**src/rtl/screen_scan.sv**
```systemverilog
// screen_scan: responder end of the draw-primitive screen interface.
//
// Accepts a rectangle request from a draw engine and walks it in raster order
// (x inner, y outer). Each pixel takes two cycles:
//   READ  - the pixel coordinate and framebuffer read address are presented.
//   WRITE - the framebuffer colour (1-cycle RAM latency) is shown to the initiator
//           as old_screen_colour. The initiator's combinational new_screen_colour
//           is written back to the framebuffer and mirrored to the VGA plot port.
// Pixels outside the visible screen still use their two cycles. They are never
// read or written, and they show colour 0.
//
// Ports:
//   clock, reset         single clock, asynchronous active-low reset
//   screen_start         request strobe, sampled only in IDLE
//   screen_{x,y}_min     rectangle origin
//   screen_{x,y}_range   rectangle size in pixels (0 in either means no pixels)
//   new_screen_colour    colour for the current pixel, combinational from the initiator
//   screen_x, screen_y   current pixel coordinate (READ and WRITE only)
//   old_screen_colour    framebuffer colour at the current pixel (WRITE only)
//   screen_done          one-cycle completion pulse
//   busy                 high from the cycle after acceptance through the DONE cycle
//   fb_rd_addr/fb_rd_data   synchronous-read framebuffer port
//   fb_wr_en/addr/data      framebuffer write port
//   vga_plot/x/y/colour     VGA adapter plot port, a mirror of the framebuffer write

module screen_scan #(
  parameter int unsigned WIDTH         = 8,
  parameter int unsigned COLOUR_WIDTH  = 3,
  parameter int unsigned SCREEN_SIZE_X = 160,
  parameter int unsigned SCREEN_SIZE_Y = 120,
  parameter int unsigned ADDR_WIDTH    = 15
) (
  input  logic                    clock,
  input  logic                    reset,
  input  logic                    screen_start,
  input  logic [COLOUR_WIDTH-1:0] new_screen_colour,
  input  logic [WIDTH-1:0]        screen_x_min,
  input  logic [WIDTH-1:0]        screen_y_min,
  input  logic [WIDTH-1:0]        screen_x_range,
  input  logic [WIDTH-1:0]        screen_y_range,
  output logic [WIDTH-1:0]        screen_x,
  output logic [WIDTH-1:0]        screen_y,
  output logic [COLOUR_WIDTH-1:0] old_screen_colour,
  output logic                    screen_done,
  output logic                    busy,
  output logic [ADDR_WIDTH-1:0]   fb_rd_addr,
  input  logic [COLOUR_WIDTH-1:0] fb_rd_data,
  output logic                    fb_wr_en,
  output logic [ADDR_WIDTH-1:0]   fb_wr_addr,
  output logic [COLOUR_WIDTH-1:0] fb_wr_data,
  output logic                    vga_plot,
  output logic [WIDTH-1:0]        vga_x,
  output logic [WIDTH-1:0]        vga_y,
  output logic [COLOUR_WIDTH-1:0] vga_colour
);

  typedef enum logic [1:0] {
    StIdle,
    StRead,
    StWrite,
    StDone
  } state_e;

  localparam logic [WIDTH:0] CoordOne = (WIDTH + 1)'(1);

  state_e state_q;

  // The counters carry one extra bit so that a rectangle reaching past 2^WIDTH
  // clips instead of wrapping back onto the visible screen.
  logic [WIDTH:0] cx_q;
  logic [WIDTH:0] cy_q;
  logic [WIDTH:0] x_min_q;
  logic [WIDTH:0] x_last_q;
  logic [WIDTH:0] y_last_q;

  // Coordinates of the last column and row. These only matter when both ranges
  // are non-zero, so the subtraction cannot underflow where it is used.
  logic [WIDTH:0] x_last_in;
  logic [WIDTH:0] y_last_in;

  assign x_last_in = {1'b0, screen_x_min} + {1'b0, screen_x_range} - CoordOne;
  assign y_last_in = {1'b0, screen_y_min} + {1'b0, screen_y_range} - CoordOne;

  logic                  in_bounds;
  logic [ADDR_WIDTH-1:0] pix_addr;

  assign in_bounds = (32'(cx_q) < SCREEN_SIZE_X) && (32'(cy_q) < SCREEN_SIZE_Y);

  // Only used when in_bounds, so the product always fits in ADDR_WIDTH.
  assign pix_addr = ADDR_WIDTH'(cy_q) * ADDR_WIDTH'(SCREEN_SIZE_X) + ADDR_WIDTH'(cx_q);

  // Scan sequencer.
  always_ff @(posedge clock or negedge reset) begin
    if (!reset) begin
      state_q  <= StIdle;
      cx_q     <= '0;
      cy_q     <= '0;
      x_min_q  <= '0;
      x_last_q <= '0;
      y_last_q <= '0;
    end else begin
      case (state_q)
        StIdle: begin
          if (screen_start) begin
            x_min_q  <= {1'b0, screen_x_min};
            x_last_q <= x_last_in;
            y_last_q <= y_last_in;
            cx_q     <= {1'b0, screen_x_min};
            cy_q     <= {1'b0, screen_y_min};
            if (screen_x_range == '0 || screen_y_range == '0) begin
              state_q <= StDone;
            end else begin
              state_q <= StRead;
            end
          end
        end
        StRead: begin
          state_q <= StWrite;
        end
        StWrite: begin
          if (cx_q == x_last_q) begin
            if (cy_q == y_last_q) begin
              state_q <= StDone;
            end else begin
              cx_q    <= x_min_q;
              cy_q    <= cy_q + CoordOne;
              state_q <= StRead;
            end
          end else begin
            cx_q    <= cx_q + CoordOne;
            state_q <= StRead;
          end
        end
        StDone: begin
          state_q <= StIdle;
        end
        default: begin
          state_q <= StIdle;
        end
      endcase
    end
  end

  // Output decode. Everything comes from registered state, except the two colour
  // paths. Those pass through so that the RAM read data and the initiator's new
  // colour meet in the same WRITE cycle.
  always_comb begin
    screen_x          = '0;
    screen_y          = '0;
    old_screen_colour = '0;
    fb_rd_addr        = '0;
    fb_wr_en          = 1'b0;
    fb_wr_addr        = '0;
    fb_wr_data        = '0;
    vga_plot          = 1'b0;
    vga_x             = '0;
    vga_y             = '0;
    vga_colour        = '0;
    busy              = (state_q != StIdle);
    screen_done       = (state_q == StDone);

    if (state_q == StRead || state_q == StWrite) begin
      screen_x = cx_q[WIDTH-1:0];
      screen_y = cy_q[WIDTH-1:0];
      if (in_bounds) begin
        fb_rd_addr = pix_addr;
      end
    end

    if (state_q == StWrite && in_bounds) begin
      old_screen_colour = fb_rd_data;
      fb_wr_en          = 1'b1;
      fb_wr_addr        = pix_addr;
      fb_wr_data        = new_screen_colour;
      vga_plot          = 1'b1;
      vga_x             = cx_q[WIDTH-1:0];
      vga_y             = cy_q[WIDTH-1:0];
      vga_colour        = new_screen_colour;
    end
  end

endmodule

```
**config.mk**
```make
export PLATFORM = sky130hd
export DESIGN_NAME = screen_scan
export DESIGN_NICKNAME = d
export VERILOG_FILES = /design/src/rtl/screen_scan.sv
export SDC_FILE = /design/constraint.sdc
export NUM_CORES = 1
export LEC_CHECK = 0
export BUFFER_PORTS_ARGS = -buffer_cell sky130_fd_sc_hd__buf_2
export CORE_ASPECT_RATIO = 2
export CORE_UTILIZATION = 40
export DETAILED_ROUTE_END_ITERATION = 16
export PLACE_DENSITY_LB_ADDON = 0.25
export SKIP_CTS_REPAIR_TIMING = 1
export SYNTH_ARGS = -nofsm -noshare
export SYNTH_HDL_FRONTEND = slang
export SYNTH_SLANG_ARGS = --single-unit
```
**constraint.sdc**
```tcl
create_clock -name clock -period 6.9 [get_ports clock]
set_input_delay 0.345 -clock clock [delete_from_list [all_inputs] [get_ports clock]]
set_output_delay 0.345 -clock clock [all_outputs]
set_load 0.01 [all_outputs]
```
==> results of run 1 <==
==> power breakdown <==
| group | leakage (nW) | switching [mW] | internal [mW] |
|---|---|---|---|
| Combinational | 2.23 | 0.973 | 0.714 |
| Sequential | 0.558 | 0.192 | 0.398 |
| Clock | 0.0640 | 0.0917 | 0.132 |
| Total | 2.85 | 1.26 | 1.24 |
==> flip-flops by register name (all words and copies together), names as in the netlist <==
name and count:
state_q 2, y_last_q 9, cy_q 9, cx_q 9, x_min_q 8, x_last_q 9
==> cells in the final DEF (no fill, tap or decap), types with 4 or more instances in the layout <==
cell       count
a31oi_1       12
and3_1        36
nor4_1         4
nor3_1        12
fa_1           4
a21oi_1       25
o21a_1         5
a21o_1         7
xnor2_1       18
nor2_1        44
nand4_1        4
and2_1        17
dfrtp_1       46
xor2_1        22
a22o_1         5
o21ai_1        7
nand3_1       11
buf_2        114
ha_1          52
nand2_1       51
o31ai_1        6
inv_1         77
clkbuf_16      5
o21ai_0       35
==> layout make-up <==
type                    count  area share [%]
multi-input cells         419           55.55
flip-flops and latches     46           21.93
repair buffers            116           11.15
inverters                  77           5.505
well taps                 140           3.337
clock buffers               7           2.526
==> stage by stage <==
stage / instance area [um2] / util, % / hold WS, ns / setup WS (ns)
final: 5250 / 47.67 / 0.2304 / 3.590
after global routing: 5250 / 47.67 / 0.3184 / 3.388
after CTS: 5250 / 47.67 / 0.2659 / 3.575
after detailed placement: 5117 / 46.47 / 0.4702 / 3.889
after global placement: 5117 / 46.47 / 0.4598 / 4.005
after floorplan: 4569 / - / 0.04941 / 4.227
==> how the worst min path moves through the flow <==
stage	to	cells after the start	from	slack, ns
finish	cx_q[1]	1	reset	0.23
global route	cy_q[8]	2	screen_start	0.32
CTS	cx_q[1]	1	reset	0.27
global placement	x_min_q[2]	2	x_min_q[2]	0.46
floorplan	cx_q[0]	0	reset	0.05
detailed placement	x_min_q[5]	2	x_min_q[5]	0.47
==> kinds of logic (layout without fill, tap and decap cells) <==
kind of cell / Yosys count / count (layout)
and+or+nand+nor: 193 / 193
AOI/OAI and AO/OA: 122 / 122
muxes: 6 / 6
xor gates and xnor gates: 40 / 40
buffers and inverters: 118 / 200
other: 1 / 1
DFF: 46 / 46
adders and majority gates: 57 / 57
==> layer usage <==
metal  share of wire (%)  up-vias  global-route usage, %
met5                   0        -                      0
met4                 2.6        0                  8.625
met3                 2.6       18                  1.493
met2                  55      105                  38.18
met1                  40     1902                  21.93
li1                    -     2121                      -
==> metrics.md, run 1 <==
| Metric | Value |
|---|---|
| R2R Path End | cy_q[5] |
| Die Ht | 153.2 um |
| Post-synthesis adder-cell area fraction | 16.27% |
| # diodes | 0 |
| CP Launch Type | flip-flop |
| Initial Util | 41.49% |
| Post-synth top cells | 77 x inv_1, 53 x ha_1, 51 x nand2_1 |
| Area of the core | 11010 um2 |
| P per Cell Area | 476.4 nW/um2 |
| Io pins | 116 |
| Sequential area share after synthesis | 25.19% |
| Crit-path max cell delay | 0.60 ns |
| GPL Wtd Cong | 0.8560 |
| Data required, critical path | 6.55 ns |
| WL final | 11.44 mm |
| CP Data Arrival Time | 2.96 ns |
| Synth Area in Simple Gates | 21.50% |
| Fillers | 1102 |
| Clk buf depth | 2 |
| Max Clock Skew | 0.006204 ns |
| Flops & latches, synth | 46 |
| Slowest CP cell | dfrtp_1 |
| Layout Cells excl Fill | 805 |
| Sequential cell area | 1151 um2 |
| Crit Path Category | flip-flop to output port |
| Initial antenna violation count | 0 |
| Syn Nets | 681 |
| P&R area growth vs syn | 14.90% |
| Crit-path leading delay family | adder cells |
| Cell with the most instances after synthesis | inv_1 |
| Post-synth EDFFs | 0 |
| Primary FF master, synth | dfrtp_1 |
| Post-synthesis xor/xnor area fraction | 7.667% |
| Power consumption | 2.501 mW |
| Final-stage net count | 763 |
| Flop2flop setup slack | 4.28 ns |
| Synth Area in Compound Gates | 16.84% |
| First-pass GRT wire length | 19.15 mm |
| Syn Area/Cell | 7.838 um2 |
| Synth Warn # | 0 |
| Worst skew pair latency | 0.28 ns |
| Drt wl/cell | 14.22 um |
| CTS tree | done |
| Vias in the first global route | 4055 |
| Routed Antenna Nets | 0 |
| CP Cell Sequence | ha_1 > ha_1 > inv_1 > fa_1 > nor2b_1 > o31a_1 > or4_1 > nand3_1 > xnor2_1 > nor2_1 > buf_2 |
| DP Cell Count | 798 |
| Multi-input gate area | 2917 um2 |
| Crit path depth | 11 |
| Die W | 77.58 um |
| R2R depth | 7 |
| Netlist cell types | 53 |
| DRT iter0 DRCs | 199 |
| Final HPWL DP | 9.332 mm |
| DRC viols | 0 |
| Crit Path Max Fanout | 9 |
| Clock-pin slew on the worst setup and hold paths | 0.06 ns |
| Inserted Clock Buffers | 5 |
| Top-area cell type share of the netlist area | 25.19% |
| Synth top area cells | dfrtp_1 25%, ha_1 15%, inv_1 6.3% |
| Hold Vio Cnt, Final | 0 |
| Worst Tran Pin Value | 1.026 ns |
| Rows | 54 |
| Overall Global Routing Usage | 20.00% |
| CTS sink count | 46 |
| Max Clk Rate | 302.1 MHz |
| Pin count of the biggest net entering global routing | 63 |
| Vias per cell | 5.150 |
| Largest family of logic cells by synthesized area | simple AND/OR/NAND/NOR gates |
| FF-to-FF Start | state_q[0] |
| Crit path time final | 3.310 ns |
| Tcrit/Tclk final | 47.97% |
| Status | finished clean |
| Htree depth | 2 |
| Synth Cell Area | 4569 um2 |
| Setup TNS | 0 ns |
| Grt ovf | 0 |
| Synthesized netlist cell count | 583 |
| Final setup vio count | 0 |
| Root Buffer Master | clkbuf_16 |
| Cell mode on critical path | ha_1 |
| IO buf count | 114 |
| Crit path capture | fb_wr_addr[14] |
| Max_slew headroom | 31.63% |
| CP startpoint | cy_q[1] |
| Layout cell share with drive strength beyond 1 | 19.55% |
| Vias after detailed routing | 4146 |
| DR pass1 iterations | 4 |
| Max-Cap Viols | 0 |
| Post-synthesis mux area share | 1.424% |
| Pins Over Slew Limit | 0 |
| Largest area contributor in the netlist | dfrtp_1 |
| Synth async-reset ratio | 100.0% |
| Worst setup EP type | output port |
| Hold crit path type | input pin to async pin |
| Worst VDD drop | 0.2538 mV |
| Worst Path Buf+Inv | 2 |
| Lkg Pwr | 2.854 nW |
| Unrepaired setup endpoints after global routing | false |
| Die area | 11880 um2 |
Note: power is estimated with default switching activity, not from simulation.
==> run 2: changes to the inputs <==
--- a/config.mk
+++ b/config.mk
@@ -5,6 +5,7 @@
 export SDC_FILE = /design/constraint.sdc
 export NUM_CORES = 1
 export LEC_CHECK = 0
+export ABC_AREA = 1
 export BUFFER_PORTS_ARGS = -buffer_cell sky130_fd_sc_hd__buf_2
 export CORE_ASPECT_RATIO = 2
 export CORE_UTILIZATION = 40
==> constraint.sdc (replaced) <==
create_clock -name clock -period 3.2 [get_ports clock]
set_input_delay 0.16 -clock clock [delete_from_list [all_inputs] [get_ports clock]]
set_output_delay 0.16 -clock clock [all_outputs]
set_load 0.01 [all_outputs]
==> run 2 against run 1 <==
Against the previous run: sequential share of layout area down 1.4 points; die area up 6.1%; clock power rose to 2.7 times the previous value; flip-flop and latch count unchanged; combinational power up 110%; largest power group unchanged.
==> metrics.md, run 2 <==
| Metric | Value |
|---|---|
| GPL Wtd Cong | 0.9417 (+10%) |
| Post-synth EDFFs | 0 (unchanged) |
| CTS tree | done |
| Syn Nets | 846 (+24%) |
| Layout cell share with drive strength beyond 1 | 18.48% (-1.1 points) |
| Synth Warn # | 0 (unchanged) |
| Routed Antenna Nets | 0 (unchanged) |
| Worst Tran Pin Value | 1.041 ns (+0.01577 ns) |
| Crit Path Max Fanout | 10 (+1) |
| Synth top area cells | dfrtp_1 24%, nand2_1 16%, ha_1 14% |
| FF-to-FF Start | state_q[0] |
| Status | finished clean |
| Crit Path Category | flip-flop to output port |
| Htree depth | 2 (unchanged) |
| Max_slew headroom | 30.58% (-1.1 points) |
| Io pins | 116 (unchanged) |
| Hold Slack | 0.03930 ns (-0.1911 ns) |
| Cell with the most instances after synthesis | nand2_1 |
| CTS sink count | 46 (unchanged) |
| Worst skew pair latency | 0.29 ns (about the same) |
| Max-Cap Viols | 0 (unchanged) |
| P&R area growth vs syn | 15.59% |
| Grt ovf | 0 (unchanged) |
| Inserted Clock Buffers | 5 (unchanged) |
| Final setup vio count | 0 (unchanged) |
| Crit path time final | 2.958 ns |
| CP Launch Type | flip-flop |
| Max Clock Skew | 0.006250 ns (+0.00004618 ns) |
| Netlist cell types | 37 (-30%) |
| Hold crit path type | input pin to async pin |
| Synth Cell Area | 4855 um2 (+6.2%) |
| Tcrit/Tclk final | 92.43% |
| P per Cell Area | 943.1 nW/um2 (+98%) |
| Vias after detailed routing | 4675 (+13%) |
| Rows | 56 (+3.7%) |
| DRC viols | 0 (unchanged) |
| Post-synth top cells | 201 x nand2_1, 149 x inv_1, 67 x nor2_1 |
| Area of the core | 11770 um2 (+6.9%) |
| Die area | 12610 um2 (+6.1%) |
| Data required, critical path | 3.04 ns (-3.51 ns) |
| Die W | 79.90 um (+3.0%) |
| Primary FF master, synth | dfrtp_1 |
| Drt wl/cell | 12.26 um (-14%) |
| DR pass1 iterations | 5 (+1) |
| Final HPWL DP | 9.849 mm (+5.5%) |
| Pin count of the biggest net entering global routing | 47 (-25%) |
| DRT iter0 DRCs | 283 (+42%) |
| # diodes | 0 (unchanged) |
| Initial antenna violation count | 0 (unchanged) |
| Vias in the first global route | 4343 (+7.1%) |
| Worst VDD drop | 0.5999 mV (+140%) |
| First-pass GRT wire length | 20.07 mm (+4.8%) |
| Top-area cell type share of the netlist area | 23.71% (-1.5 points) |
| Most frequent cells in the layout | 201 x nand2_1, 149 x inv_1, 114 x buf_2, 66 x nor2_1, 62 x nand3_1 |
| Synth async-reset ratio | 100.0% (unchanged) |
| Lkg Pwr | 3.465 nW (+21%) |
| Sequential area share after synthesis | 23.71% (-1.5 points) |
| Initial Util | 41.24% (-0.25 points) |
| Final-stage net count | 941 (+23%) |
| CP startpoint | cy_q[4] |
| Clock-pin slew on the worst setup and hold paths | 0.07 ns (about the same) |
| Clk buf depth | 2 (unchanged) |
| Flops & latches, synth | 46 (unchanged) |
| Pins Over Slew Limit | 0 (unchanged) |
| Syn Area/Cell | 6.490 um2 (-17%) |
| Max Clk Rate | 338.1 MHz |
| WL final | 12.12 mm (+5.9%) |
| Vias per cell | 4.727 (-8.2%) |
| Synthesized netlist cell count | 748 (+28%) |
| Root Buffer Master | clkbuf_16 |
| CP Data Arrival Time | 2.80 ns (-0.16 ns) |
| Die Ht | 157.8 um (+3.0%) |
| Hold Vio Cnt, Final | 0 (unchanged) |
| Largest area contributor in the netlist | dfrtp_1 |
| Worst setup EP type | output port |
| Setup TNS | 0 ns (unchanged) |
| Most common cell after layout, fill and taps aside | nand2_1 |
| IO buf count | 114 (unchanged) |
| Overall Global Routing Usage | 20.38% (+0.37 points) |
==> run 2: changes by cell type in the layout (fill, tap and decap cells not counted), sizes merged, moves of 10 or more <==
cell   delta
nand2   +157
inv      +77
nand3    +50
and3     -36
nor2     +27
and2     -17
a31oi    -12
nor3     -10
==> run 2: layer usage <==
layer / track usage [%] / share of wire [%]
met5: 0 / 0
met4: 10.88 / 3.9
met3: 2.305 / 3.3
met2: 37.89 / 53
met1: 21.87 / 40
==> run 2: cell families after synthesis <==
family                   after synthesis  synth area share, %
buffers and inverters                188                16.80
AND/OR/NAND/NOR                      361                31.83
XOR/XNOR                              24                4.330
flip-flops                            46                23.71
other                                  1              0.07725
adder cells (fa/ha/maj)               57                15.31
AO/OA/AOI/OAI                         71                7.938
==> run 2: path summary, 6_finish.rpt <==
kind	to	slack (ns)	cells past startpoint
worst max-delay path	fb_rd_addr[14]	0.24	12
worst min-delay path	x_last_q[0]	0.04	1
worst max register to register	cx_q[4]	1.01	11
worst min register to register	x_min_q[1]	0.49	2
max in group asynchronous	cy_q[3]	2.44	1
min in group clock	x_min_q[1]	0.16	3
==> run 2: layout make-up <==
class / count / area (um2)
clock buffer: 5 / 125.1
clock inverter: 3 / 45.04
fill: 1262 / 6160
inverter: 155 / 585.6
multi-input combinational: 514 / 2898
sequential: 46 / 1154
tap: 145 / 181.4
timing repair buffer: 121 / 623.1
==> run 2: per-stage QoR <==
| step | setup slack, ns | total power [mW] | util [%] | cell area (um2) | instances |
|---|---|---|---|---|---|
| 6_report | 0.2421 | 5.292 | 47.67 | 5612 | 989 |
| 5_1_grt | -0.001090 | 5.912 | 47.67 | 5612 | 989 |
| 4_1_cts | 0.09824 | 5.293 | 47.44 | 5584 | 987 |
| 3_5_place_dp | 0.4200 | 4.666 | 45.99 | 5414 | 979 |
| 3_3_place_gp | 0.4961 | 4.631 | 45.99 | 5414 | 979 |
| 2_1_floorplan | 0.7512 | 3.741 | - | 4855 | 748 |
==> run 2: power breakdown <==
group	switching, mW	internal, mW	total, mW
clock network	0.234	0.368	0.602
registers	0.324	0.853	1.18
logic	2.23	1.28	3.51
total	2.79	2.50	5.29
==> run 2: critical path, stage by stage (launching register included) <==
cell and delay [ns]:
dfrtp_1 0.51, ha_1 0.37, inv_1 0.06, fa_1 0.45
nand3b_1 0.17, nand2_1 0.14, xor2_2 0.28, inv_1 0.07
nor2_1 0.10, nand3_1 0.07, nand2_1 0.08, nor2_1 0.04
buf_2 0.16
==> run 3: changes to the inputs <==
--- a/config.mk
+++ b/config.mk
@@ -10,7 +10,7 @@
 export CORE_ASPECT_RATIO = 2
 export CORE_UTILIZATION = 40
 export DETAILED_ROUTE_END_ITERATION = 16
-export PLACE_DENSITY_LB_ADDON = 0.25
+export PLACE_DENSITY_LB_ADDON = 0.15
 export SKIP_CTS_REPAIR_TIMING = 1
 export SYNTH_ARGS = -nofsm -noshare
 export SYNTH_HDL_FRONTEND = slang
==> run 3 against run 2 <==
Against the previous run: clock power increased by 0.7%; via count grew 1.3%; die area stayed put; setup slack better by 0.014 ns; routed wire length grew 7.8%; register-to-register slack better by 0.05 ns; non-clock buffer count up 1; clock-buffer cell count is the same.
==> metrics.md, run 3 (synthesized netlist as in run 2, its figures left out) <==
| Metric | Value |
|---|---|
| Multi-input gate area | 2898 um2 (unchanged) |
| Max_slew headroom | 28.98% (-1.6 points) |
| Die area | 12610 um2 (unchanged) |
| Overall Global Routing Usage | 21.59% (+1.2 points) |
| Worst setup EP type | output port |
| Rows | 56 (unchanged) |
| Worst Path Buf+Inv | 3 (unchanged) |
| Crit Path Max Fanout | 10 (unchanged) |
| Flop2flop setup slack | 1.06 ns (+0.05 ns) |
| Crit path capture | fb_rd_addr[14] |
| CTS sink count | 46 (unchanged) |
| Io pins | 116 (unchanged) |
| Routed Antenna Nets | 0 (unchanged) |
| Clk buf depth | 2 (unchanged) |
| Unrepaired setup endpoints after global routing | false |
| IO buf count | 114 (unchanged) |
| Setup TNS | 0 ns (unchanged) |
| Pins Over Slew Limit | 0 (unchanged) |
| Vias in the first global route | 4505 (+3.7%) |
| Root Buffer Master | clkbuf_16 |
| Final WS setup | 0.2566 ns (+0.01448 ns) |
| Crit-path max cell delay | 0.51 ns (about the same) |
| R2R Path End | cx_q[3] |
| Most common cell after layout, fill and taps aside | nand2_1 |
| DP Cell Count | 980 (+0.10%) |
| Slowest CP cell | dfrtp_1 |
| Clock-pin slew on the worst setup and hold paths | 0.07 ns (about the same) |
| Vias per cell | 4.782 (+1.2%) |
| Lkg Pwr | 3.471 nW (+0.18%) |
| R2R depth | 11 (unchanged) |
| Fillers | 1278 (+1.3%) |
| Inserted Clock Buffers | 5 (unchanged) |
| CTS tree | done |
| DR pass1 iterations | 4 (-1) |
| Crit path time final | 2.943 ns (-0.01448 ns) |
| Layout Cells excl Fill | 990 (+0.10%) |
| Pin count of the biggest net entering global routing | 47 (unchanged) |
| Initial antenna violation count | 0 (unchanged) |
| Hold Vio Cnt, Final | 0 (unchanged) |
| # diodes | 0 (unchanged) |
| CP Cell Sequence | ha_1 > inv_1 > fa_1 > nand3b_1 > nand2_1 > xor2_2 > inv_1 > nor2_1 > nand3_1 > nand2_1 > nor2_1 > buf_2 |
| CP startpoint | cy_q[4] |
| Final HPWL DP | 10.86 mm (+10%) |
| Max Clk Rate | 339.7 MHz (+0.49%) |
| Hold crit path type | input pin to async pin |
| Sequential cell area | 1152 um2 (-0.11%) |
| Status | finished clean |
| Data required, critical path | 3.04 ns (about the same) |
| GPL Wtd Cong | 0.9042 (-4.0%) |
| DRT iter0 DRCs | 220 (-22%) |
| Drt wl/cell | 13.20 um (+7.7%) |
| Die W | 79.90 um (unchanged) |
| Final-stage net count | 942 (+0.11%) |
| Final setup vio count | 0 (unchanged) |
| Area of the core | 11770 um2 (unchanged) |
| DRC viols | 0 (unchanged) |
| WL final | 13.07 mm (+7.8%) |
| Tcrit/Tclk final | 91.98% (-0.45 points) |
| Die Ht | 157.8 um (unchanged) |
| Worst Tran Pin Value | 1.065 ns (+0.02400 ns) |
| Max-Cap Viols | 0 (unchanged) |
| P per Cell Area | 955.2 nW/um2 (+1.3%) |
| Vias after detailed routing | 4734 (+1.3%) |
| Layout cell share with drive strength beyond 1 | 18.46% (-0.022 points) |
| CP Data Arrival Time | 2.78 ns (-0.02 ns) |
| Most frequent cells in the layout | 201 x nand2_1, 149 x inv_1, 114 x buf_2, 66 x nor2_1, 62 x nand3_1 |
| Worst VDD drop | 0.5116 mV (-15%) |
| CP Launch Type | flip-flop |
| Crit Path Category | flip-flop to output port |
| First-pass GRT wire length | 21.18 mm (+5.6%) |
| Max Clock Skew | 0.004623 ns (-0.001627 ns) |
| Crit path depth | 12 (unchanged) |
| Crit-path leading delay family | adder cells |
| Htree depth | 2 (unchanged) |
| Grt ovf | 0 (unchanged) |
| Initial Util | 41.24% (unchanged) |
| P&R area growth vs syn | 15.72% |
| Worst skew pair latency | 0.30 ns (about the same) |
| Pre-CTS setup slack | 0.4158 ns (-0.004162 ns) |
| FF-to-FF Start | state_q[0] |
## run 3: power by group
part           leakage (nW)  internal (mW)  total, mW  switching [mW]
clock network        0.0760          0.368      0.606           0.237
registers             0.574          0.852       1.17           0.320
logic                  2.82           1.30       3.59            2.29
total                  3.47           2.52       5.37            2.85
## run 3: worst min-delay path by stage
stage | start | end | slack (ns) | cells after the start
floorplan | reset | cx_q[0] | -0.14 | 0
global placement | reset | cx_q[0] | 0.41 | 1
detailed placement | reset | x_min_q[0] | 0.42 | 1
CTS | reset | x_min_q[0] | 0.10 | 1
global route | reset | x_min_q[0] | 0.14 | 1
finish | reset | cx_q[0] | 0.04 | 1
## run 3: layer usage
layer,vias up,share of wire [%],wire length [um],GRT usage [%]
met5,-,0,0,0
met4,0,3.4,448,10.29
met3,22,2.9,373,1.556
met2,108,54,7097,41.39
met1,2122,39,5149,23.17
li1,2482,-,-,-
## run 3: layout make-up
class | count | area share [%]
Clock inverter | 3 | 0.8018
Sequential cell | 46 | 20.51
Timing Repair Buffer | 122 | 11.22
Clock buffer | 5 | 2.227
Tap cell | 145 | 3.229
Inverter | 155 | 10.42
Multi-Input combinational cell | 514 | 51.58
## run 3: per-stage QoR
step / utilization (%) / hold WS (ns) / total power [mW] / area (um2)
after floorplan: - / -0.1356 / 3.741 / 4855
after global placement: 46.06 / 0.4095 / 4.686 / 5421
after detailed placement: 46.06 / 0.4214 / 4.741 / 5421
after CTS: 47.50 / 0.1049 / 5.372 / 5592
after global routing: 47.73 / 0.1419 / 5.947 / 5618
final: 47.73 / 0.03992 / 5.366 / 5618
